### src/rtl/ddr4_cmd_arbiter_if.sv
// ddr4_cmd_arbiter_if
// Bundles the AXI-Stream style channels around the DDR4 command arbiter:
//   s0_cmd_* / s1_cmd_*     requester command beats (tdata, tvalid, tlast, tready)
//   s0_wdata_* / s1_wdata_* requester write-data beats (tdata, tvalid, tready)
//   m_cmd_*                 arbitrated command stream to the scheduler
//   m_wdata_*               steered write-data stream to the scheduler
// Modports:
//   slave  - the arbiter side (consumes requester streams, drives m_*)
//   master - the environment side (drives requester streams, consumes m_*)
interface ddr4_cmd_arbiter_if #(
    parameter int CMD_WIDTH   = 128,
    parameter int WDATA_WIDTH = 512
);
    logic [CMD_WIDTH-1:0]   s0_cmd_tdata,   s1_cmd_tdata;
    logic                   s0_cmd_tvalid,  s1_cmd_tvalid;
    logic                   s0_cmd_tlast,   s1_cmd_tlast;
    logic                   s0_cmd_tready,  s1_cmd_tready;
    logic [WDATA_WIDTH-1:0] s0_wdata_tdata, s1_wdata_tdata;
    logic                   s0_wdata_tvalid, s1_wdata_tvalid;
    logic                   s0_wdata_tready, s1_wdata_tready;
    logic [CMD_WIDTH-1:0]   m_cmd_tdata;
    logic                   m_cmd_tvalid, m_cmd_tlast, m_cmd_tready;
    logic [WDATA_WIDTH-1:0] m_wdata_tdata;
    logic                   m_wdata_tvalid, m_wdata_tready;

    modport slave (
        input  s0_cmd_tdata, s0_cmd_tvalid, s0_cmd_tlast,
        input  s1_cmd_tdata, s1_cmd_tvalid, s1_cmd_tlast,
        output s0_cmd_tready, s1_cmd_tready,
        input  s0_wdata_tdata, s0_wdata_tvalid, s1_wdata_tdata, s1_wdata_tvalid,
        output s0_wdata_tready, s1_wdata_tready,
        output m_cmd_tdata, m_cmd_tvalid, m_cmd_tlast,
        input  m_cmd_tready,
        output m_wdata_tdata, m_wdata_tvalid,
        input  m_wdata_tready
    );

    modport master (
        output s0_cmd_tdata, s0_cmd_tvalid, s0_cmd_tlast,
        output s1_cmd_tdata, s1_cmd_tvalid, s1_cmd_tlast,
        input  s0_cmd_tready, s1_cmd_tready,
        output s0_wdata_tdata, s0_wdata_tvalid, s1_wdata_tdata, s1_wdata_tvalid,
        input  s0_wdata_tready, s1_wdata_tready,
        input  m_cmd_tdata, m_cmd_tvalid, m_cmd_tlast,
        output m_cmd_tready,
        input  m_wdata_tdata, m_wdata_tvalid,
        output m_wdata_tready
    );
endinterface

### src/rtl/ddr4_cmd_arbiter.sv
// ddr4_cmd_arbiter
// Merges two requester DDR4 command streams and a periodic refresh onto one
// command stream. Grants are held for a whole packet (until tlast). Write data
// is steered from the requester whose WR-bearing beat went out, in command
// order, using a small requester-ID queue.
// Ports:
//   clk, rst          clock, synchronous active-high reset
//   bus (slave)       requester cmd/wdata streams in, m_cmd/m_wdata out
//   refresh_enable    enables the refresh interval counter
//   trefi             refresh interval in cycles (0 disables refresh)
//   refresh_pending   number of queued refreshes (saturates at 7)
//   refresh_overflow  sticky: a refresh was lost at saturation
module ddr4_cmd_arbiter #(
    parameter int         CMD_WIDTH   = 128,
    parameter int         WDATA_WIDTH = 512,
    parameter int         WDQ_DEPTH   = 4,
    parameter logic [2:0] CMD_WR      = 3'd4,
    parameter logic [2:0] CMD_REF     = 3'd1
) (
    input  logic                clk,
    input  logic                rst,
    ddr4_cmd_arbiter_if.slave   bus,
    input  logic                refresh_enable,
    input  logic [15:0]         trefi,
    output logic [2:0]          refresh_pending,
    output logic                refresh_overflow
);
    localparam int PW = $clog2(WDQ_DEPTH);

    typedef enum logic [1:0] {IDLE, GNT0, GNT1, REF} state_t;

    state_t               state_q, state_d;
    logic                 prio_q, prio_d;     // 1: s1 wins a tie in IDLE
    logic [WDQ_DEPTH-1:0] ids_q, ids_d;       // one requester-ID bit per entry
    logic [PW-1:0]        wptr_q, wptr_d, rptr_q, rptr_d;
    logic [PW:0]          occ_q, occ_d;
    logic [15:0]          rcnt_q, rcnt_d;
    logic [2:0]           pend_q, pend_d;
    logic                 ovf_q, ovf_d;

    logic [CMD_WIDTH-1:0] sel_data, cmd_data;
    logic                 sel_valid, sel_last, in_gnt, cur_wr, full, empty, stall;
    logic                 cmd_valid, cmd_last, cmd_hs, push, pop, head, wd_valid;
    logic                 ref_run, ref_wrap, ref_hs;

    function automatic logic has_wr(input logic [CMD_WIDTH-1:0] d);
        has_wr = 1'b0;
        for (int k = 0; k < 4; k++)
            if (d[32*k +: 3] == CMD_WR) has_wr = 1'b1;
    endfunction

    always_comb begin
        in_gnt    = (state_q == GNT0) || (state_q == GNT1);
        sel_data  = (state_q == GNT1) ? bus.s1_cmd_tdata  : bus.s0_cmd_tdata;
        sel_valid = (state_q == GNT1) ? bus.s1_cmd_tvalid : bus.s0_cmd_tvalid;
        sel_last  = (state_q == GNT1) ? bus.s1_cmd_tlast  : bus.s0_cmd_tlast;
        cur_wr    = has_wr(sel_data);
        full      = (occ_q == (PW+1)'(WDQ_DEPTH));
        empty     = (occ_q == '0);
        // A WR beat cannot go out without a free ID slot; other beats flow on.
        stall     = full && cur_wr;

        cmd_valid = 1'b0;
        cmd_data  = '0;
        cmd_last  = 1'b0;
        if (in_gnt) begin
            cmd_valid = sel_valid && !stall;
            cmd_data  = sel_data;
            cmd_last  = sel_last;
        end else if (state_q == REF) begin
            cmd_valid = 1'b1;
            cmd_data  = CMD_WIDTH'(CMD_REF);
            cmd_last  = 1'b1;
        end
        bus.m_cmd_tvalid  = cmd_valid;
        bus.m_cmd_tdata   = cmd_valid ? cmd_data : '0;
        bus.m_cmd_tlast   = cmd_valid && cmd_last;
        bus.s0_cmd_tready = (state_q == GNT0) && !stall && bus.m_cmd_tready;
        bus.s1_cmd_tready = (state_q == GNT1) && !stall && bus.m_cmd_tready;
        cmd_hs            = cmd_valid && bus.m_cmd_tready;
        push              = cmd_hs && in_gnt && cur_wr;
        ref_hs            = cmd_hs && (state_q == REF);

        // Write data comes only from the requester at the head of the ID queue.
        head                = ids_q[rptr_q];
        wd_valid            = !empty && (head ? bus.s1_wdata_tvalid : bus.s0_wdata_tvalid);
        bus.m_wdata_tvalid  = wd_valid;
        bus.m_wdata_tdata   = wd_valid ? (head ? bus.s1_wdata_tdata : bus.s0_wdata_tdata) : '0;
        bus.s0_wdata_tready = !empty && !head && bus.m_wdata_tready;
        bus.s1_wdata_tready = !empty &&  head && bus.m_wdata_tready;
        pop                 = wd_valid && bus.m_wdata_tready;

        ids_d  = ids_q;
        wptr_d = wptr_q;
        rptr_d = rptr_q;
        if (push) begin
            ids_d[wptr_q] = (state_q == GNT1);
            wptr_d        = wptr_q + PW'(1);
        end
        if (pop) rptr_d = rptr_q + PW'(1);
        case ({push, pop})
            2'b10:   occ_d = occ_q + (PW+1)'(1);
            2'b01:   occ_d = occ_q - (PW+1)'(1);
            default: occ_d = occ_q;
        endcase

        state_d = state_q;
        prio_d  = prio_q;
        case (state_q)
            IDLE: begin
                if (pend_q != 3'd0)
                    state_d = REF;
                else if (bus.s0_cmd_tvalid && bus.s1_cmd_tvalid)
                    state_d = prio_q ? GNT1 : GNT0;
                else if (bus.s0_cmd_tvalid)
                    state_d = GNT0;
                else if (bus.s1_cmd_tvalid)
                    state_d = GNT1;
            end
            GNT0: if (cmd_hs && cmd_last) begin state_d = IDLE; prio_d = 1'b1; end
            GNT1: if (cmd_hs && cmd_last) begin state_d = IDLE; prio_d = 1'b0; end
            REF:  if (cmd_hs) state_d = IDLE;
            default: state_d = IDLE;
        endcase

        // Refresh interval counter; >= keeps it recoverable if trefi shrinks.
        ref_run  = refresh_enable && (trefi != 16'd0);
        ref_wrap = ref_run && (rcnt_q >= trefi - 16'd1);
        rcnt_d   = (ref_run && !ref_wrap) ? rcnt_q + 16'd1 : 16'd0;
        pend_d   = pend_q;
        ovf_d    = ovf_q;
        if (ref_wrap && !ref_hs) begin
            if (pend_q == 3'd7) ovf_d  = 1'b1;
            else                pend_d = pend_q + 3'd1;
        end else if (!ref_wrap && ref_hs) begin
            pend_d = pend_q - 3'd1;
        end
    end

    always_ff @(posedge clk) begin
        ids_q <= ids_d;
        if (rst) begin
            state_q <= IDLE;
            prio_q  <= 1'b0;
            wptr_q  <= '0;
            rptr_q  <= '0;
            occ_q   <= '0;
            rcnt_q  <= 16'd0;
            pend_q  <= 3'd0;
            ovf_q   <= 1'b0;
        end else begin
            state_q <= state_d;
            prio_q  <= prio_d;
            wptr_q  <= wptr_d;
            rptr_q  <= rptr_d;
            occ_q   <= occ_d;
            rcnt_q  <= rcnt_d;
            pend_q  <= pend_d;
            ovf_q   <= ovf_d;
        end
    end

    assign refresh_pending  = pend_q;
    assign refresh_overflow = ovf_q;
endmodule

### src/flat_wrapper.sv
// flat-port wrapper written by rule: the top's interface ports become plain ports
module ddr4_cmd_arbiter_flat 
#(
    parameter int         CMD_WIDTH   = 128,
    parameter int         WDATA_WIDTH = 512,
    parameter int         WDQ_DEPTH   = 4,
    parameter logic [2:0] CMD_WR      = 3'd4,
    parameter logic [2:0] CMD_REF     = 3'd1
)
  (clk, rst, refresh_enable, trefi, refresh_pending, refresh_overflow, bus_s0_cmd_tdata, bus_s0_cmd_tvalid, bus_s0_cmd_tlast, bus_s1_cmd_tdata, bus_s1_cmd_tvalid, bus_s1_cmd_tlast, bus_s0_cmd_tready, bus_s1_cmd_tready, bus_s0_wdata_tdata, bus_s0_wdata_tvalid, bus_s1_wdata_tdata, bus_s1_wdata_tvalid, bus_s0_wdata_tready, bus_s1_wdata_tready, bus_m_cmd_tdata, bus_m_cmd_tvalid, bus_m_cmd_tlast, bus_m_cmd_tready, bus_m_wdata_tdata, bus_m_wdata_tvalid, bus_m_wdata_tready);
  ddr4_cmd_arbiter_if #(.CMD_WIDTH(CMD_WIDTH), .WDATA_WIDTH(WDATA_WIDTH)) bus_i ();
  input  logic clk;
  input  logic rst;
  input  logic refresh_enable;
  input  logic [15:0] trefi;
  output logic [2:0] refresh_pending;
  output logic refresh_overflow;
  input wire logic [$bits(bus_i.s0_cmd_tdata)-1:0] bus_s0_cmd_tdata;
  input wire logic [$bits(bus_i.s0_cmd_tvalid)-1:0] bus_s0_cmd_tvalid;
  input wire logic [$bits(bus_i.s0_cmd_tlast)-1:0] bus_s0_cmd_tlast;
  input wire logic [$bits(bus_i.s1_cmd_tdata)-1:0] bus_s1_cmd_tdata;
  input wire logic [$bits(bus_i.s1_cmd_tvalid)-1:0] bus_s1_cmd_tvalid;
  input wire logic [$bits(bus_i.s1_cmd_tlast)-1:0] bus_s1_cmd_tlast;
  output wire logic [$bits(bus_i.s0_cmd_tready)-1:0] bus_s0_cmd_tready;
  output wire logic [$bits(bus_i.s1_cmd_tready)-1:0] bus_s1_cmd_tready;
  input wire logic [$bits(bus_i.s0_wdata_tdata)-1:0] bus_s0_wdata_tdata;
  input wire logic [$bits(bus_i.s0_wdata_tvalid)-1:0] bus_s0_wdata_tvalid;
  input wire logic [$bits(bus_i.s1_wdata_tdata)-1:0] bus_s1_wdata_tdata;
  input wire logic [$bits(bus_i.s1_wdata_tvalid)-1:0] bus_s1_wdata_tvalid;
  output wire logic [$bits(bus_i.s0_wdata_tready)-1:0] bus_s0_wdata_tready;
  output wire logic [$bits(bus_i.s1_wdata_tready)-1:0] bus_s1_wdata_tready;
  output wire logic [$bits(bus_i.m_cmd_tdata)-1:0] bus_m_cmd_tdata;
  output wire logic [$bits(bus_i.m_cmd_tvalid)-1:0] bus_m_cmd_tvalid;
  output wire logic [$bits(bus_i.m_cmd_tlast)-1:0] bus_m_cmd_tlast;
  input wire logic [$bits(bus_i.m_cmd_tready)-1:0] bus_m_cmd_tready;
  output wire logic [$bits(bus_i.m_wdata_tdata)-1:0] bus_m_wdata_tdata;
  output wire logic [$bits(bus_i.m_wdata_tvalid)-1:0] bus_m_wdata_tvalid;
  input wire logic [$bits(bus_i.m_wdata_tready)-1:0] bus_m_wdata_tready;
  assign bus_i.s0_cmd_tdata = bus_s0_cmd_tdata;
  assign bus_i.s0_cmd_tvalid = bus_s0_cmd_tvalid;
  assign bus_i.s0_cmd_tlast = bus_s0_cmd_tlast;
  assign bus_i.s1_cmd_tdata = bus_s1_cmd_tdata;
  assign bus_i.s1_cmd_tvalid = bus_s1_cmd_tvalid;
  assign bus_i.s1_cmd_tlast = bus_s1_cmd_tlast;
  assign bus_s0_cmd_tready = bus_i.s0_cmd_tready;
  assign bus_s1_cmd_tready = bus_i.s1_cmd_tready;
  assign bus_i.s0_wdata_tdata = bus_s0_wdata_tdata;
  assign bus_i.s0_wdata_tvalid = bus_s0_wdata_tvalid;
  assign bus_i.s1_wdata_tdata = bus_s1_wdata_tdata;
  assign bus_i.s1_wdata_tvalid = bus_s1_wdata_tvalid;
  assign bus_s0_wdata_tready = bus_i.s0_wdata_tready;
  assign bus_s1_wdata_tready = bus_i.s1_wdata_tready;
  assign bus_m_cmd_tdata = bus_i.m_cmd_tdata;
  assign bus_m_cmd_tvalid = bus_i.m_cmd_tvalid;
  assign bus_m_cmd_tlast = bus_i.m_cmd_tlast;
  assign bus_i.m_cmd_tready = bus_m_cmd_tready;
  assign bus_m_wdata_tdata = bus_i.m_wdata_tdata;
  assign bus_m_wdata_tvalid = bus_i.m_wdata_tvalid;
  assign bus_i.m_wdata_tready = bus_m_wdata_tready;
  ddr4_cmd_arbiter #(.CMD_WIDTH(CMD_WIDTH), .WDATA_WIDTH(WDATA_WIDTH), .WDQ_DEPTH(WDQ_DEPTH), .CMD_WR(CMD_WR), .CMD_REF(CMD_REF)) u_core (.clk(clk), .rst(rst), .bus(bus_i), .refresh_enable(refresh_enable), .trefi(trefi), .refresh_pending(refresh_pending), .refresh_overflow(refresh_overflow));
endmodule
### config.mk
export PLATFORM = sky130hd
export DESIGN_NAME = ddr4_cmd_arbiter_flat
export DESIGN_NICKNAME = d
export VERILOG_FILES = /design/src/rtl/ddr4_cmd_arbiter_if.sv /design/src/rtl/ddr4_cmd_arbiter.sv /design/src/flat_wrapper.sv
export SDC_FILE = /design/constraint.sdc
export NUM_CORES = 1
export LEC_CHECK = 0
export ABC_AREA = 1
export CAP_MARGIN = 20
export CORE_AREA = 2 2 760 762
export DETAILED_ROUTE_END_ITERATION = 10
export DIE_AREA = 0 0 762 764
export GPL_TIMING_DRIVEN = 0
export SETUP_SLACK_MARGIN = 0.05
export SLEW_MARGIN = 20
export SYNTH_ARGS = -nofsm -noshare
export SYNTH_HDL_FRONTEND = slang
export SYNTH_SLANG_ARGS = --single-unit
### constraint.sdc
create_clock -name clk -period 5.4 [get_ports clk]
set_input_delay 1.62 -clock clk [delete_from_list [all_inputs] [get_ports clk]]
set_output_delay 1.62 -clock clk [all_outputs]
set_load 0.02 [all_outputs]
==> flow_metrics.py, run 1 <==
metrics = {
    "logic_synthesis": {
        "ys.flop_type": "dfxtp_1",
        "seq_area_frac_synth_pct": 5.821,
        "async_reset_ff_share_pct": 0,
        "netlist_instances": 2564,
        "synth_cell_types": 36,
        "yosys_warnings": 0,
        "synth_edf_count": 4,
        "netlist_area_um2": 12380,
        "synth_fp_nets": 3901,
        "avgSynthCellArea_um2": 4.829,
        "ys_seq_elements": 34,
    },
    "critical_path": {
        "cp_max_fo": 11,
        "worst_setup_path_start_kind": "flip-flop",
        "cp-end-kind": "output port",
        "critPathKind": "flip-flop to output port",
        "cp.arrival_ns": 3.84,
        "r2r_cells": 22,
        "cp.required_ns": 3.78,
    },
    "power_and_ir_drop": {
        "total_power_uw": 8958,
        "power_density_nw_per_um2": 203.0,
        "leakage_uw": 0.01482,
        "vdd_ir_drop_max_v": 0.0001488,
    },
    "timing": {
        "post-route-period-util_pct": 101.1,
        "rsz0062_at_grt": "true",
        "setup_viol": 4,
        "max_slew_margin_pct": 37.94,
        "max_freq_mhz": 183.2,
        "hold_violations": 0,
        "maxSlewViolCount": 0,
        "finalWorstSetupSlack_ns": -0.05855,
        "fin_skew_ns": 0.01003,
        "holdWs_ns": 0.4678,
        "fin_crit_ns": 5.459,
        "tns_ns": -0.1488,
        "worst_slew_pin_slew_ns": 0.9308,
    },
    "route": {
        "drt.antenna.violating_nets": 0,
        "viasPerCell": 2.673,
        "dr.pass1.iters": 6,
        "wl_per_cell_um": 43.28,
        "post-route-drc-count": 0,
        "vias": 32933,
        "drtIter0Drc": 3726,
        "routed_wirelength_mm": 533.1,
    },
    "floorplanning": {
        "core-area_um2": 574900,
        "rows": 279,
        "top_level_ports": 1958,
        "die-width_um": 762,
        "start_util_pct": 2.154,
        "die_h_um": 764,
        "die_area_um2": 582200,
    },
    "clocking": {
        "ctsHoldBuffers": 0,
        "clock_sinks": 34,
        "tritoncts": "done",
        "cts_buffer_depth": 2,
        "cts_root_buf": "clkbuf_16",
        "cts_buffers": 5,
        "worstSkewPairLatency_ns": 0.31,
        "cts.clk_slew.worst_paths_ns": 0.06,
        "h-tree-depth": 2,
    },
    "place": {
        "dp_cells": 12118,
        "dpl.hpwl_mm": 504.4,
        "place_congestion": 1.186,
        "io_buffers": 1957,
    },
    "finish": {
        "stdcell_count": 12319,
        "syn2layout_area_growth_pct": 256.5,
        "nets": 5889,
        "final_cell_mix": "clkdlybuf4s50_1 (1508), nand2_1 (754), nand3_1 (508), a21oi_1 (507), dlygate4sd2_1 (195)",
        "final_common_cell": "clkdlybuf4s50_1",
        "drive_above_1_share_pct": 15.57,
    },
    "status": {
        "violations": "setup timing",
        "status": "finished, violations left",
    },
    "global_routing": {
        "antenna_found_initial": 612,
        "grt_util_all_layers_pct": 17.45,
        "grt_pass1_vias": 28909,
        "grt_pass1_wl_mm": 594.4,
        "grt_max_degree": 11,
        "gr-total-overflow": 0,
    },
    "job": {
        "drv_cap": 0,
    },
    "hold_path": {
        "min_path_cells": 1,
        "hold_path.class": "flip-flop to flip-flop",
    },
}
synthesized netlist by cell type, types with 8 or more instances:
cell type | instances | area [um^2]
a21oi_1 | 660 | 3303
nor2_1 | 48 | 180.2
buf_2 | 85 | 425.4
clkbuf_1 | 176 | 660.6
nand2_1 | 825 | 3097
o21ai_0 | 15 | 75.07
dfxtp_1 | 30 | 600.6
xnor2_1 | 9 | 78.83
xor2_1 | 8 | 70.07
ha_1 | 28 | 350.3
o21ai_1 | 8 | 40.04
nand3_1 | 525 | 2628
nor3_1 | 16 | 80.08
inv_1 | 75 | 281.5
sequential cells by signal, summed over array words and instances (netlist names):
| signal | count |
|---|---|
| u_core.refresh_pending | 3 |
| u_core.state_q | 2 |
| u_core.wptr_q | 2 |
| u_core.refresh_overflow | 1 |
| u_core.rcnt_q | 16 |
| u_core.rptr_q | 2 |
| u_core.prio_q | 1 |
| u_core.ids_q | 4 |
| u_core.occ_q | 3 |
metrics by stage:
stage          area, um^2  utilization [%]  setup slack [ns]
3_3_place_gp        41460            7.212            -4.038
3_5_place_dp        41610            7.237            -1.813
6_report            44140            7.677          -0.05855
5_1_grt             43900            7.636          -0.05463
4_1_cts             43510            7.567           0.02176
2_1_floorplan       12380                -            0.6427
worst paths after layout:
path / to / startpoint / slack (ns)
max: bus_m_wdata_tdata[424] / u_core.rptr_q[0]$_SDFFE_PP0P_ / -0.06
min: u_core.rcnt_q[0]$_SDFF_PP0_ / u_core.rcnt_q[0]$_SDFF_PP0_ / 0.47
max reg2reg: u_core.occ_q[2]$_SDFFE_PP0P_ / u_core.state_q[0]$_SDFFE_PP0P_ / 1.68
min reg2reg: u_core.rcnt_q[0]$_SDFF_PP0_ / u_core.rcnt_q[0]$_SDFF_PP0_ / 0.47
layout make-up:
class / count / area [um^2]
Antenna cell: 179 / 447.9
Buffer: 270 / 1665
Clock buffer: 7 / 142.6
Clock inverter: 1 / 5.005
Fill cell: 67902 / 530800
Inverter: 80 / 300.3
Multi-Input combinational cell: 2181 / 12090
Sequential cell: 34 / 720.7
Tap cell: 7587 / 9493
Timing Repair Buffer: 1980 / 19270
cells by family (layout without fill, tap and decap cells):
logic type / count (synthesis) / in the layout / synth area share (%)
and+or+nand+nor: 1443 / 1444 / 50.13
AOI/OAI and AO/OA: 689 / 689 / 27.98
buffers and inverters: 350 / 2338 / 11.62
DFF: 34 / 34 / 5.821
adders and majority gates: 30 / 30 / 3.153
xor gates and xnor gates: 17 / 17 / 1.203
muxes: 1 / 1 / 0.09094
other: 0 / 179 / 0
timing repair:
action	in CTS	in global routing
cloned	1	1
gates resized for setup	1659	115
setup buffers	12	0
pin swaps	10	3
setup endpoints to repair	650	173
critical path, stage by stage, from the launching register on:
cell and delay, ns:
dfxtp_1 0.43, nand2_1 0.13, nand3_4 0.14, buf_16 0.19, clkbuf_2 0.37, clkbuf_1 0.41
nand3_1 0.70, a21oi_1 0.36, clkdlybuf4s50_1 0.65
power by group:
part | leakage [uW] | switching, uW | internal [uW]
combinational | 0.0145 | 5820 | 2530
sequential | 0.000279 | 14.8 | 271
clock | 0.0000751 | 137 | 184
metal layers:
layer | wire (um) | share of wire, % | up-vias | track usage (%)
met4 | 24820 | 4.7 | 324 | 5.899
met5 | 2814 | 0.53 | - | 0.8929
li1 | - | - | 12904 | -
met3 | 85810 | 16 | 1103 | 11.94
met1 | 207500 | 39 | 15357 | 20.24
met2 | 212200 | 40 | 3245 | 25.18
Note: power is estimated with default switching activity, not from simulation.
==> inputs of run 2 (changes only) <==
--- a/config.mk
+++ b/config.mk
@@ -6,6 +6,7 @@
 export NUM_CORES = 1
 export LEC_CHECK = 0
 export ABC_AREA = 1
+export ABC_CLOCK_PERIOD_IN_PS = 5400
 export CAP_MARGIN = 20
 export CORE_AREA = 2 2 760 762
 export DETAILED_ROUTE_END_ITERATION = 10
@@ -16,3 +17,4 @@
 export SYNTH_ARGS = -nofsm -noshare
 export SYNTH_HDL_FRONTEND = slang
 export SYNTH_SLANG_ARGS = --single-unit
+export TNS_END_PERCENT = 5
==> flow_metrics.py, run 2 (synthesis results as in run 1) <==
metrics = {
    "critical_path": {
        "cp.arrival_ns": 3.99,
        "crit-reg2reg-launch": "u_core.state_q[0]$_SDFFE_PP0P_",
        "cp.required_ns": 3.78,
        "r2r_slack_ns": 1.78,
        "r2r_cells": 22,
        "cp_max_fo": 10,
        "cp-end-kind": "output port",
        "worst_setup_path_start_kind": "input port",
        "critPathKind": "input port to output port",
        "worstReg2RegEnd": "u_core.occ_q[2]$_SDFFE_PP0P_",
    },
    "timing": {
        "rsz0062_at_grt": "true",
        "fin_crit_ns": 5.613,
        "setup_viol": 140,
        "fin_skew_ns": 0.01171,
        "max_freq_mhz": 178.2,
        "max_slew_margin_pct": 28.84,
        "post-route-period-util_pct": 103.9,
        "finalWorstSetupSlack_ns": -0.2132,
        "maxSlewViolCount": 0,
        "hold_violations": 0,
        "worst_slew_pin_slew_ns": 1.066,
    },
    "floorplanning": {
        "top_level_ports": 1958,
        "start_util_pct": 2.154,
        "die-width_um": 762,
        "die_h_um": 764,
        "core-area_um2": 574900,
        "die_area_um2": 582200,
        "rows": 279,
    },
    "hold_path": {
        "hold_path.class": "flip-flop to flip-flop",
        "min_path_cells": 1,
        "worstHoldStart": "u_core.rcnt_q[0]$_SDFF_PP0_",
        "holdPathEnd": "u_core.rcnt_q[0]$_SDFF_PP0_",
    },
    "global_routing": {
        "grt_pass1_wl_mm": 593.3,
        "grt_pass1_vias": 28816,
        "antenna_found_initial": 617,
        "gr-total-overflow": 0,
        "grt_max_degree": 11,
        "grt_util_all_layers_pct": 17.41,
    },
    "status": {
        "status": "finished, violations left",
        "violations": "antenna rules, setup timing",
    },
    "place": {
        "pre_cts_ws_ns": -1.813,
        "dpl_cell_area_um2": 41610,
        "dpl.hpwl_mm": 504.4,
        "io_buffers": 1957,
        "place_congestion": 1.186,
    },
    "finish": {
        "final_common_cell": "clkdlybuf4s50_1",
        "top_regs": "u_core.rcnt_q (16), u_core.ids_q (4)",
        "final.fill_count": 67946,
        "largest_reg_flops": 16,
        "post-route-util_pct": 7.677,
        "fin_area_um2": 44140,
        "drive_above_1_share_pct": 17.08,
        "syn2layout_area_growth_pct": 256.5,
        "nets": 5886,
        "regMostFlops": "u_core.rcnt_q",
        "final_cell_mix": "clkdlybuf4s50_1 (1382), nand2_1 (763), nand3_1 (505), a21oi_1 (502), clkbuf_2 (160)",
    },
    "clocking": {
        "worstSkewPairLatency_ns": 0.31,
        "cts_buffer_depth": 2,
        "cts_root_buf": "clkbuf_16",
        "cts_buffers": 5,
        "tritoncts": "done",
        "clock_sinks": 34,
        "cts.clk_slew.worst_paths_ns": 0.06,
        "h-tree-depth": 2,
    },
    "job": {
        "drv_cap": 0,
    },
    "route": {
        "wl_per_cell_um": 43.17,
        "drt.antenna.violating_nets": 1,
        "drtIter0Drc": 3828,
        "viasPerCell": 2.671,
        "vias": 32914,
        "dr.pass1.iters": 7,
        "post-route-drc-count": 0,
        "routed_wirelength_mm": 532.0,
    },
    "power_and_ir_drop": {
        "leakage_uw": 0.01707,
        "power_density_nw_per_um2": 202.2,
        "vdd_ir_drop_max_v": 0.0001530,
    },
}
## run 2: changes by cell type in the layout (fill, tap and decap cells not counted), moves of 8 or more
cell	previous run	this run
dlygate4sd2_1	195	96
clkbuf_2	56	160
dlymetal6s2s_1	2	143
clkdlybuf4s15_2	61	26
buf_6	42	104
diode_2	179	187
nand2_1	754	763
a21oi_2	45	56
clkdlybuf4s50_1	1508	1382
clkbuf_4	19	42
clkbuf_1	117	129
buf_2	105	51
buf_4	102	81
## run 2: what timing repair did
| action | 4_1_cts | 5_1_grt |
|---|---|---|
| resized for setup | 1323 | 893 |
| setup endpoints to repair | 650 | 600 |
| endpoints found under the hold margin | 0 | 0 |
| pin swaps | 7 | 4 |
| setup buffers | 6 | 5 |
| hold buffers | 0 | 0 |
## run 2: worst max-delay path by stage
stage                                  start                                      to  slack, ns  cells after the start
2_1_floorplan                       trefi[0]  u_core.refresh_pending[2]$_SDFFE_PP0P_       0.64                     23
3_3_place_gp   u_core.rptr_q[0]$_SDFFE_PP0P_                   bus_m_wdata_tdata[14]      -4.04                      9
3_5_place_dp   u_core.rptr_q[0]$_SDFFE_PP0P_                   bus_m_wdata_tdata[72]      -1.81                     11
4_1_cts                  bus_s1_wdata_tvalid                  bus_m_wdata_tdata[230]      -0.27                      7
5_1_grt                  bus_s1_wdata_tvalid                  bus_m_wdata_tdata[101]      -0.18                      7
6_report                 bus_s1_wdata_tvalid                   bus_m_wdata_tdata[61]      -0.21                      7
## run 2: layout make-up
type / instances / area (um^2) / area share (%)
Timing Repair Buffer: 1978 / 19410 / 43.98
Multi-Input combinational cell: 2180 / 11990 / 27.17
Tap cell: 7587 / 9493 / 21.51
Buffer: 270 / 1607 / 3.640
Sequential cell: 34 / 720.7 / 1.633
Antenna cell: 187 / 467.9 / 1.060
Inverter: 80 / 300.3 / 0.6803
Clock buffer: 7 / 142.6 / 0.3231
Clock inverter: 1 / 5.005 / 0.01134
## run 2: metal layers
metal	global-route usage, %	vias to the layer above	share of wire, %
met1	20.37	15351	40
met4	6.092	316	5.0
met3	11.78	1119	16
met5	0.3113	-	0.47
li1	-	12918	-
met2	24.96	3210	39
## run 2: per-stage QoR
stage                     setup TNS, ns  power (uW)  cells  hold slack, ns
after floorplan                       0        2653   2564          0.4243
after global placement         -1300.86        8151  12108          0.4606
after detailed placement        -684.61        8131  12118          0.4566
after CTS                        -73.62        8855  12132          0.4698
after global routing             -13.83        9231  12201          0.4997
final                            -12.83        8923  12324          0.4691
## run 2: critical path, stage by stage
cell and delay, ns:
clkdlybuf4s50_1 0.49, mux2_2 0.20, nand2_8 0.18, buf_12 0.26
buf_6 0.19, a21oi_1 0.17, dlygate4sd2_1 0.62
## run 2: where the power goes
group | internal (uW) | leakage [uW] | total, uW | switching (uW)
registers | 271 | 0.000279 | 286 | 14.6
clock network | 184 | 0.0000751 | 321 | 138
logic | 2530 | 0.0167 | 8320 | 5790
total | 2980 | 0.0171 | 8920 | 5940
